$ cat config.mk
export PLATFORM = sky130hd
export DESIGN_NAME = uart_rx
export DESIGN_NICKNAME = d
export VERILOG_FILES = /design/src/rtl/uart_pkg.sv /design/src/rtl/uart_rx_sampler.sv /design/src/rtl/uart_rx.sv
export SDC_FILE = /design/constraint.sdc
export NUM_CORES = 1
export LEC_CHECK = 0
export CAP_MARGIN = 30
export CORE_ASPECT_RATIO = 0.8
export CORE_MARGIN = 5
export CORE_UTILIZATION = 40
export CTS_BUF_LIST = sky130_fd_sc_hd__clkbuf_2 sky130_fd_sc_hd__clkbuf_4 sky130_fd_sc_hd__clkbuf_8
export CTS_CLUSTER_SIZE = 40
export DETAILED_ROUTE_END_ITERATION = 10
export SLEW_MARGIN = 10
export SYNTH_ARGS = -nofsm -noshare
export SYNTH_HDL_FRONTEND = slang
export SYNTH_SLANG_ARGS = --single-unit
$ cat constraint.sdc
create_clock -name CLK -period 3.4 [get_ports CLK]
set_input_delay 0.68 -clock CLK [delete_from_list [all_inputs] [get_ports CLK]]
set_output_delay 0.68 -clock CLK [all_outputs]
set_load 0.02 [all_outputs]
$ cat src/rtl/uart_pkg.sv
// Shared definitions for the UART link.
//   rx_state_t     : receiver FSM states
//   PAR_EVEN/ODD   : encodings of the PAR_TYP input
//   DEFAULT_DATA_W : default number of data bits per frame
package uart_pkg;

    typedef enum logic [2:0] {
        IDLE,
        START,
        DATA,
        PARITY,
        STOP,
        DONE
    } rx_state_t;

    localparam logic PAR_EVEN = 1'b0;
    localparam logic PAR_ODD  = 1'b1;

    localparam int unsigned DEFAULT_DATA_W = 8;

endpackage

$ cat src/rtl/uart_rx_sampler.sv
// Per-bit edge counter with a 3-sample majority vote.
//   clk, rst_n  : receiver clock, asynchronous active-low reset
//   rx_in       : synchronised serial line
//   clear       : first low sample of a frame seen; this cycle is edge 0
//   enable      : a bit period is in progress
//   prescale    : latched oversampling ratio
//   sampled_bit : majority of the three mid-bit samples
//   bit_done    : one-cycle pulse on the last edge of a bit
//   edge_cnt    : position within the current bit
module uart_rx_sampler #(
    parameter int unsigned PRESCALE_W = 6
) (
    input  logic                  clk,
    input  logic                  rst_n,
    input  logic                  rx_in,
    input  logic                  clear,
    input  logic                  enable,
    input  logic [PRESCALE_W-1:0] prescale,
    output logic                  sampled_bit,
    output logic                  bit_done,
    output logic [PRESCALE_W-1:0] edge_cnt
);

    logic [PRESCALE_W-1:0] half;
    logic [PRESCALE_W-1:0] last_edge;
    logic [2:0]            samples;

    assign half = prescale >> 1;

    // Out-of-range ratios fall back to a 32-edge bit so no state can stall.
    always_comb begin
        last_edge = prescale - PRESCALE_W'(1);
        if (prescale == '0 || prescale > PRESCALE_W'(32))
            last_edge = PRESCALE_W'(31);
    end

    assign bit_done = enable && (edge_cnt == last_edge);

    always_ff @(posedge clk or negedge rst_n) begin
        if (!rst_n) begin
            edge_cnt    <= '0;
            samples     <= '0;
            sampled_bit <= 1'b1;
        end else begin
            if (clear)
                edge_cnt <= PRESCALE_W'(1);
            else if (enable)
                edge_cnt <= bit_done ? '0 : edge_cnt + PRESCALE_W'(1);
            else
                edge_cnt <= '0;

            if (enable) begin
                if (edge_cnt == half - PRESCALE_W'(1)) samples[0] <= rx_in;
                if (edge_cnt == half)                  samples[1] <= rx_in;
                if (edge_cnt == half + PRESCALE_W'(1)) samples[2] <= rx_in;
                if (edge_cnt == half + PRESCALE_W'(2))
                    sampled_bit <= (samples[0] & samples[1]) |
                                   (samples[0] & samples[2]) |
                                   (samples[1] & samples[2]);
            end
        end
    end

endmodule

$ cat src/rtl/uart_rx.sv
// UART receiver: start, DATA_W data bits LSB-first, optional parity, one stop.
//   CLK, RST   : oversampled clock, asynchronous active-low reset
//   RX_IN      : synchronised serial line, idle high
//   PAR_EN     : frame carries a parity bit
//   PAR_TYP    : 0 even, 1 odd parity
//   Prescale   : oversampling ratio (8, 16 or 32)
//   P_DATA     : last error-free byte
//   DATA_VALID : one-cycle strobe, P_DATA updated
//   PAR_ERR    : one-cycle strobe, parity mismatch
//   STP_ERR    : one-cycle strobe, stop bit sampled low
module uart_rx
    import uart_pkg::*;
#(
    parameter int unsigned DATA_W     = DEFAULT_DATA_W,
    parameter int unsigned PRESCALE_W = 6
) (
    input  logic                  CLK,
    input  logic                  RST,
    input  logic                  RX_IN,
    input  logic                  PAR_EN,
    input  logic                  PAR_TYP,
    input  logic [PRESCALE_W-1:0] Prescale,
    output logic [DATA_W-1:0]     P_DATA,
    output logic                  DATA_VALID,
    output logic                  PAR_ERR,
    output logic                  STP_ERR
);

    localparam int unsigned BCW = $clog2(DATA_W);
    localparam logic [BCW-1:0] LAST_BIT = BCW'(DATA_W - 1);

    rx_state_t state, next_state;

    logic                  par_en_q;
    logic                  par_typ_q;
    logic [PRESCALE_W-1:0] prescale_q;
    logic [BCW-1:0]        bit_cnt;
    logic [DATA_W-1:0]     shift_reg;
    logic                  par_armed;

    logic                  start_det;
    logic                  enable;
    logic                  sampled_bit;
    logic                  bit_done;
    logic [PRESCALE_W-1:0] edge_cnt;
    logic                  sample_ready;

    assign start_det    = (state == IDLE || state == DONE) && !RX_IN;
    assign enable       = (state == START) || (state == DATA) ||
                          (state == PARITY) || (state == STOP);
    // First edge at which the registered majority vote of this bit is visible.
    assign sample_ready = (edge_cnt == (prescale_q >> 1) + PRESCALE_W'(3));

    uart_rx_sampler #(
        .PRESCALE_W (PRESCALE_W)
    ) u_sampler (
        .clk         (CLK),
        .rst_n       (RST),
        .rx_in       (RX_IN),
        .clear       (start_det),
        .enable      (enable),
        .prescale    (prescale_q),
        .sampled_bit (sampled_bit),
        .bit_done    (bit_done),
        .edge_cnt    (edge_cnt)
    );

    always_ff @(posedge CLK or negedge RST) begin
        if (!RST) state <= IDLE;
        else      state <= next_state;
    end

    always_comb begin
        next_state = state;
        case (state)
            IDLE:   if (!RX_IN) next_state = START;
            START: begin
                // A high start-bit vote is a glitch; abandon before the bit ends.
                if (sample_ready && sampled_bit) next_state = IDLE;
                else if (bit_done)               next_state = DATA;
            end
            DATA:   if (bit_done && bit_cnt == LAST_BIT)
                        next_state = par_en_q ? PARITY : STOP;
            PARITY: if (bit_done) next_state = STOP;
            STOP:   if (bit_done) next_state = DONE;
            DONE:   next_state = RX_IN ? IDLE : START;
            default: next_state = IDLE;
        endcase
    end

    // Strobes are registered on the STOP->DONE transition so they are high
    // exactly during the DONE cycle.
    always_ff @(posedge CLK or negedge RST) begin
        if (!RST) begin
            par_en_q   <= 1'b0;
            par_typ_q  <= PAR_EVEN;
            prescale_q <= '0;
            bit_cnt    <= '0;
            shift_reg  <= '0;
            par_armed  <= 1'b0;
            P_DATA     <= '0;
            DATA_VALID <= 1'b0;
            PAR_ERR    <= 1'b0;
            STP_ERR    <= 1'b0;
        end else begin
            DATA_VALID <= 1'b0;
            PAR_ERR    <= 1'b0;
            STP_ERR    <= 1'b0;

            if (start_det) begin
                par_en_q   <= PAR_EN;
                par_typ_q  <= PAR_TYP;
                prescale_q <= Prescale;
                bit_cnt    <= '0;
                par_armed  <= 1'b0;
            end

            case (state)
                DATA: if (bit_done) begin
                    shift_reg <= {sampled_bit, shift_reg[DATA_W-1:1]};
                    bit_cnt   <= bit_cnt + BCW'(1);
                end
                PARITY: if (bit_done)
                    par_armed <= sampled_bit != ((^shift_reg) ^ par_typ_q);
                STOP: if (bit_done) begin
                    STP_ERR <= !sampled_bit;
                    PAR_ERR <= par_armed;
                    if (sampled_bit && !par_armed) begin
                        DATA_VALID <= 1'b1;
                        P_DATA     <= shift_reg;
                    end
                end
                default: ;
            endcase
        end
    end

endmodule

# Yosys cells after proc, flatten, opt, wreduce, memory -nomap -nowiden

Index checks and enable logic that the tools add are counted.

Add/subtract/negate cells: 7
Order comparisons: 1
Eq/ne operators: 18
Multiplexer cells: 26
Bitwise logic cells: 6
Reductions and logical operators: 23

Operator list:

| operator            | number |
|---|---|
| $eq 6x6->1          | 5 |
| $mux 3              | 10 |
| $mux 6              | 4 |
| $pmux 3 s6          | 1 |
| $add 5x2->6 const B | 2 |
| $mux 1              | 11 |
| $reduce_and 2->1    | 5 |
| $eq 3x3->1 const B  | 3 |
| $reduce_xor 8->1    | 1 |
| $add 5x1->6 const B | 1 |
| $add 6x1->6 const B | 1 |
| $eq 3x2->1 const B  | 2 |
| $eq 6x5->1          | 1 |
| $gt 6x6->1 const B  | 1 |
| $logic_not 6->1     | 1 |
| $ne 2x2->1 const B  | 3 |
| $sub 5x1->6 const B | 1 |
| $sub 6x1->6 const B | 1 |
| $logic_and 1x1->1   | 5 |
| $logic_or 1x1->1    | 5 |
| $reduce_and 5->1    | 1 |
| $add 3x1->3 const B | 1 |
| $and 1x1->1         | 3 |
| $eq 3x1->1 const B  | 1 |
| 8 further kinds     | 11 |

Bits in registers: 44
Input bits: 11
Word-level logic and storage cells: 97

# Logic depth before layout (Yosys ltp)

Word-level depth: 8
Mapped depth: 13

# By module

A second synthesis with hierarchy kept.

Cells, all modules: 284
Area total of the unflattened synthesis: 2941.6 µm²

Modules (own cells, without submodules):

| module          | times used | cells an instance | area an instance (µm²) | seq. area each (µm²) |
|---|---|---|---|---|
| uart_rx         | 1          | 132               | 1690.4                 | 850.8 |
| uart_rx_sampler | 1          | 152               | 1251.2                 | 251.5 |

# Worst setup path after synthesis

No wires, ideal clock.

Path kind: register -> register
Start point: register prescale_q[3]
End point: register shift_reg[1]
Library setup time: 0.125 ns
Arrival time: 2.707 ns
Required time: 3.275 ns
Path slack: 0.568 ns
Stages on the path, launching flop included: 14
Buffers on the path: 4
Clock period less this slack: 2.832 ns
Path through: dfrtp_1 -> buf_6 -> inv_1 -> ha_1 -> clkbuf_2 -> nand3b_1 -> or3_1 -> o311a_1 -> a311oi_1 -> nor4b_4 -> buf_6 -> nand2_2 -> buf_6 -> mux2_4

Cells in the longest elaborated chain, start to end: 6
Elaborated cells on any way between the ends: 8

Ends and longest elaborated chain:

| item                                          | line                  | source |
|---|---|---|
| start, declared                               | uart_rx.sv:36         | `logic [PRESCALE_W-1:0] prescale_q;` |
| start signal, assigned                        | uart_rx.sv:113        | `prescale_q <= Prescale;` |
| $gt 6x6->1 or $logic_not 6->1 (tied branches) | uart_rx_sampler.sv:33 | `if (prescale == '0 \|\| prescale > PRESCALE_W'(32))` |
| $logic_or 1x1->1                              | uart_rx_sampler.sv:33 |  |
| $mux 6 *                                      | uart_rx_sampler.sv:33 |  |
| $eq 6x6->1 *                                  | uart_rx_sampler.sv:37 | `assign bit_done = enable && (edge_cnt == last_edge);` |
| $logic_and 1x1->1 *                           | uart_rx_sampler.sv:37 |  |
| $reduce_and 2->1 (no source line) *           | n/a                   |  |
| end signal, assigned                          | uart_rx.sv:120        | `shift_reg <= {sampled_bit, shift_reg[DATA_W-1:1]};` |
| end, declared                                 | uart_rx.sv:38         | `logic [DATA_W-1:0] shift_reg;` |

Every way passes the cells marked *; elsewhere a longest branch is shown, timed or not.
A chain may end at the register's enable or synchronous reset.

# Worst setup path in the final report

Start point: register prescale_q[2]
End point: register shift_reg[7]

The elaborated chain is that of the path after synthesis.

==> impl_metrics.toml <==
[logic_synthesis]
yosysSeqAreaShare_pct = 38.3
synth_top_family_by_area = "simple AND/OR/NAND/NOR gates"
async_reset_ff_share_pct = 100
synth_cells = 276
syn_avg_cell_area_um2 = 10.4
synth-compound-area-share_pct = 9.47
syn_nets = 297
synth.area.mux_share_pct = 14.3
ys_types = 62
synthSimpleGateAreaFrac_pct = 16.1
synth_xor_area_share_pct = 11.4
synth-warning-count = 0
yosys_register_bits = 44
synth_edf_count = 0
synthFlopType = "dfrtp_1"
syn_area_um2 = 2880
synth_fa_ha_area_share_pct = 4.69

[drt]
routed_via_density = 5.28
drt-wirelength-per-cell_um = 15.3
ant_nets = 0
drt-initial-drc-count = 82
drc = 0
postRouteWirelength_um = 5810
firstDrtPassIters = 4
via_count = 2006

[place]
hpwl_um = 4330
dpl_worst_slack_ns = 0.273
gp_congestion = 0.820
port_buffers = 21
dp.cells = 372

[worst_setup_path]
path_cells = "inv_1, ha_1, nor3b_1, a2111oi_1, o211ai_1, a311oi_1, nor4b_4, nand2_2, mux2_4"
critPathMaxStageDelay_ns = 0.47
criticalPathCategory = "reg -> reg"
r2r_setup_slack_ns = 0.27
regToRegStartpoint = "prescale_q[2]"
r2r_cells = 9
r2r_end = "shift_reg[7]"
path_max_fanout = 11
start_kind = "register"
worstPathArrival_ns = 3.32
crit_slowest_cell = "dfrtp_1"
endpoint_kind = "register"
cp_data_required_time_ns = 3.59

[finish]
syn2layout_area_growth_pct = 13.2
layout.nets = 313
fillers = 641
drive_gt1_share_pct = 17.1
final_cells = 380
antenna_cells = 0

[pwr]
p_comb_share_pct = 51.6
p_clk_share_pct = 15.6
irDropWorstVdd_mv = 0.321
swShare_pct = 43.1
p_per_area_nw_per_um2 = 837
cellLeakagePower_uw = 0.00146
power_frac_seq_pct = 32.8
power_switching_uw = 1180
p_int_uw = 1550

[timing]
fmax_mhz = 319
holdWs_ns = 0.242
layout_min_cycle_time_ns = 3.13
maxSlewHeadroom_pct = 47.0
clock_skew_ns = 0.00456
slew_violations = 0
period_share_pct = 92.1
setup_viol = 0
finalHoldViolCount = 0
tightestPinTransition_ns = 0.789
rsz0062_at_grt = "true"
setup_slack_ns = 0.270

[die]
initial_core_util_pct = 41.4
die_w_um = 105
fp.dieH_um = 85.9
std_cell_rows = 27
core_area_um2 = 6960
io_pins = 22
dieArea_um2 = 9010

[clocking]
cts_buffers = 5
clk-insertion-delay-late_ns = 0.30
htreeDepth = 2
cts_root_buf = "clkbuf_8"
clkSlewWorstSetupHoldPaths_ns = 0.09
hold_buffers = 0
clk_path_buf_depth = 2
cts_tree = "yes"
cts_sinks = 44

[global_route]
grt_pass1_vias = 1969
grt_pass1_wl_um = 9960
grt_use_total_pct = 13.5
grt_overflow_total = 0
antenna_found_initial = 0
grt_max_degree = 35

[run_status]
status = "finished, final reports clean"

[worst_hold_path]
hold_path.class = "in -> async"

[run]
cap_violations = 0
-- cells by family after synthesis --
logic type,count (synthesis)
AOI/OAI and AO/OA,39
xor gates and xnor gates,33
adders and majority gates,11
buffers and inverters,33
DFF,44
muxes,35
and+or+nand+nor,81
-- cells in the final DEF (no fill, tap or decap), types with 3 or more instances in the layout --
cell type,Yosys,final
ha_1,10,10
clkdlybuf4s50_1,0,20
nand2_1,19,19
nand2b_1,5,5
nand3_1,9,9
o21ai_0,10,10
o32ai_1,3,3
mux2_4,7,7
buf_4,2,5
nor2_1,17,17
dfrtp_1,43,43
clkbuf_8,0,5
a21oi_1,5,5
mux2i_1,6,6
xor2_1,10,10
xnor2_1,20,20
mux2_2,21,21
inv_1,14,14
nor3_1,3,3
nand3b_1,4,4
-- timing repair --
action | 4_1_cts | 5_1_grt
endpoints found under the hold margin | 0 | 0
buffers inserted | 0 | 0
setup endpoints to repair | 0 | 12
resized for setup | 0 | 1
-- critical path: cells and delay by family (launching register included) --
family / cells / cell delay, ns
compound gates: 3 / 0.86
fa+ha+maj: 1 / 0.35
buf+inv: 1 / 0.19
flops: 1 / 0.47
mux: 1 / 0.37
simple gates: 3 / 0.76
-- cells in the mapped netlist (all sizes together), types with 2 or more instances --
library cell  instances  area share (%)
buf                   7             2.3
mux2                 29              12
o2111ai               2            0.61
xor2                 11             3.6
ha                   10             4.3
nand2b                5             1.1
nand2                20             2.7
nor4b                 3             1.4
dfrtp                43              37
nor2                 17             2.2
nand3                 9             1.6
or3                   2            0.43
o32ai                 3            0.91
nor2b                 2            0.43
nor3                  3            0.52
a211oi                2            0.52
nand4                 2            0.43
and3                  2            0.43
a2111oi               3            0.91
nor4                  2            0.43
a21oi                 5            0.87
o31ai                 2            0.52
inv                  14             1.8
nor3b                 2            0.52
xnor2                21             7.0
o21ai                11             1.9
mux2i                 6             2.1
nand4b                2             1.1
clkbuf               11             1.5
nand3b                4             1.0
-- worst max-delay path by stage --
stage / startpoint / to / slack [ns] / cells past startpoint
after floorplan: prescale_q[3] / shift_reg[1] / 0.57 / 13
after global placement: prescale_q[2] / shift_reg[4] / 0.34 / 9
after detailed placement: prescale_q[2] / shift_reg[6] / 0.27 / 9
after CTS: prescale_q[2] / shift_reg[7] / 0.21 / 9
after global routing: prescale_q[2] / shift_reg[7] / -0.01 / 9
final: prescale_q[2] / shift_reg[7] / 0.27 / 9
-- routing by layer --
metal	share of wire [%]	GRT usage, %	vias to the layer above
li1	-	-	1015
met5	0	0	-
met1	55	21.5	957
met2	41	18.8	32
met3	3.7	2.56	2
met4	0.45	2.79	0
-- power by group through the flow --
stage	Sequential, µW	Combinational, µW	Clock, µW
5_1_grt	927	1580	454
3_5_place_dp	905	1400	0
3_3_place_gp	900	1400	0
6_report	895	1410	425
2_1_floorplan	766	1260	0
4_1_cts	894	1410	436
-- through the flow --
step	total power [µW]	util, %	cell area, µm²	TNS (ns)
2_1_floorplan	2030	-	2880	0
3_3_place_gp	2300	44.9	3120	0
3_5_place_dp	2300	45.2	3140	0
4_1_cts	2740	46.8	3260	0
5_1_grt	2960	46.9	3260	-0.0420
6_report	2730	46.9	3260	0
-- layout make-up --
type	instances	area, µm²	share of cell area [%]
clock buffers	5	68.8	2.11
inverters	15	56.3	1.73
clock inverters	3	46.3	1.42
well taps	87	109	3.34
repair buffers	27	263	8.06
flip-flops and latches	44	1100	33.8
multi-input cells	199	1620	49.5
Power figures use the tool's default switching activity.
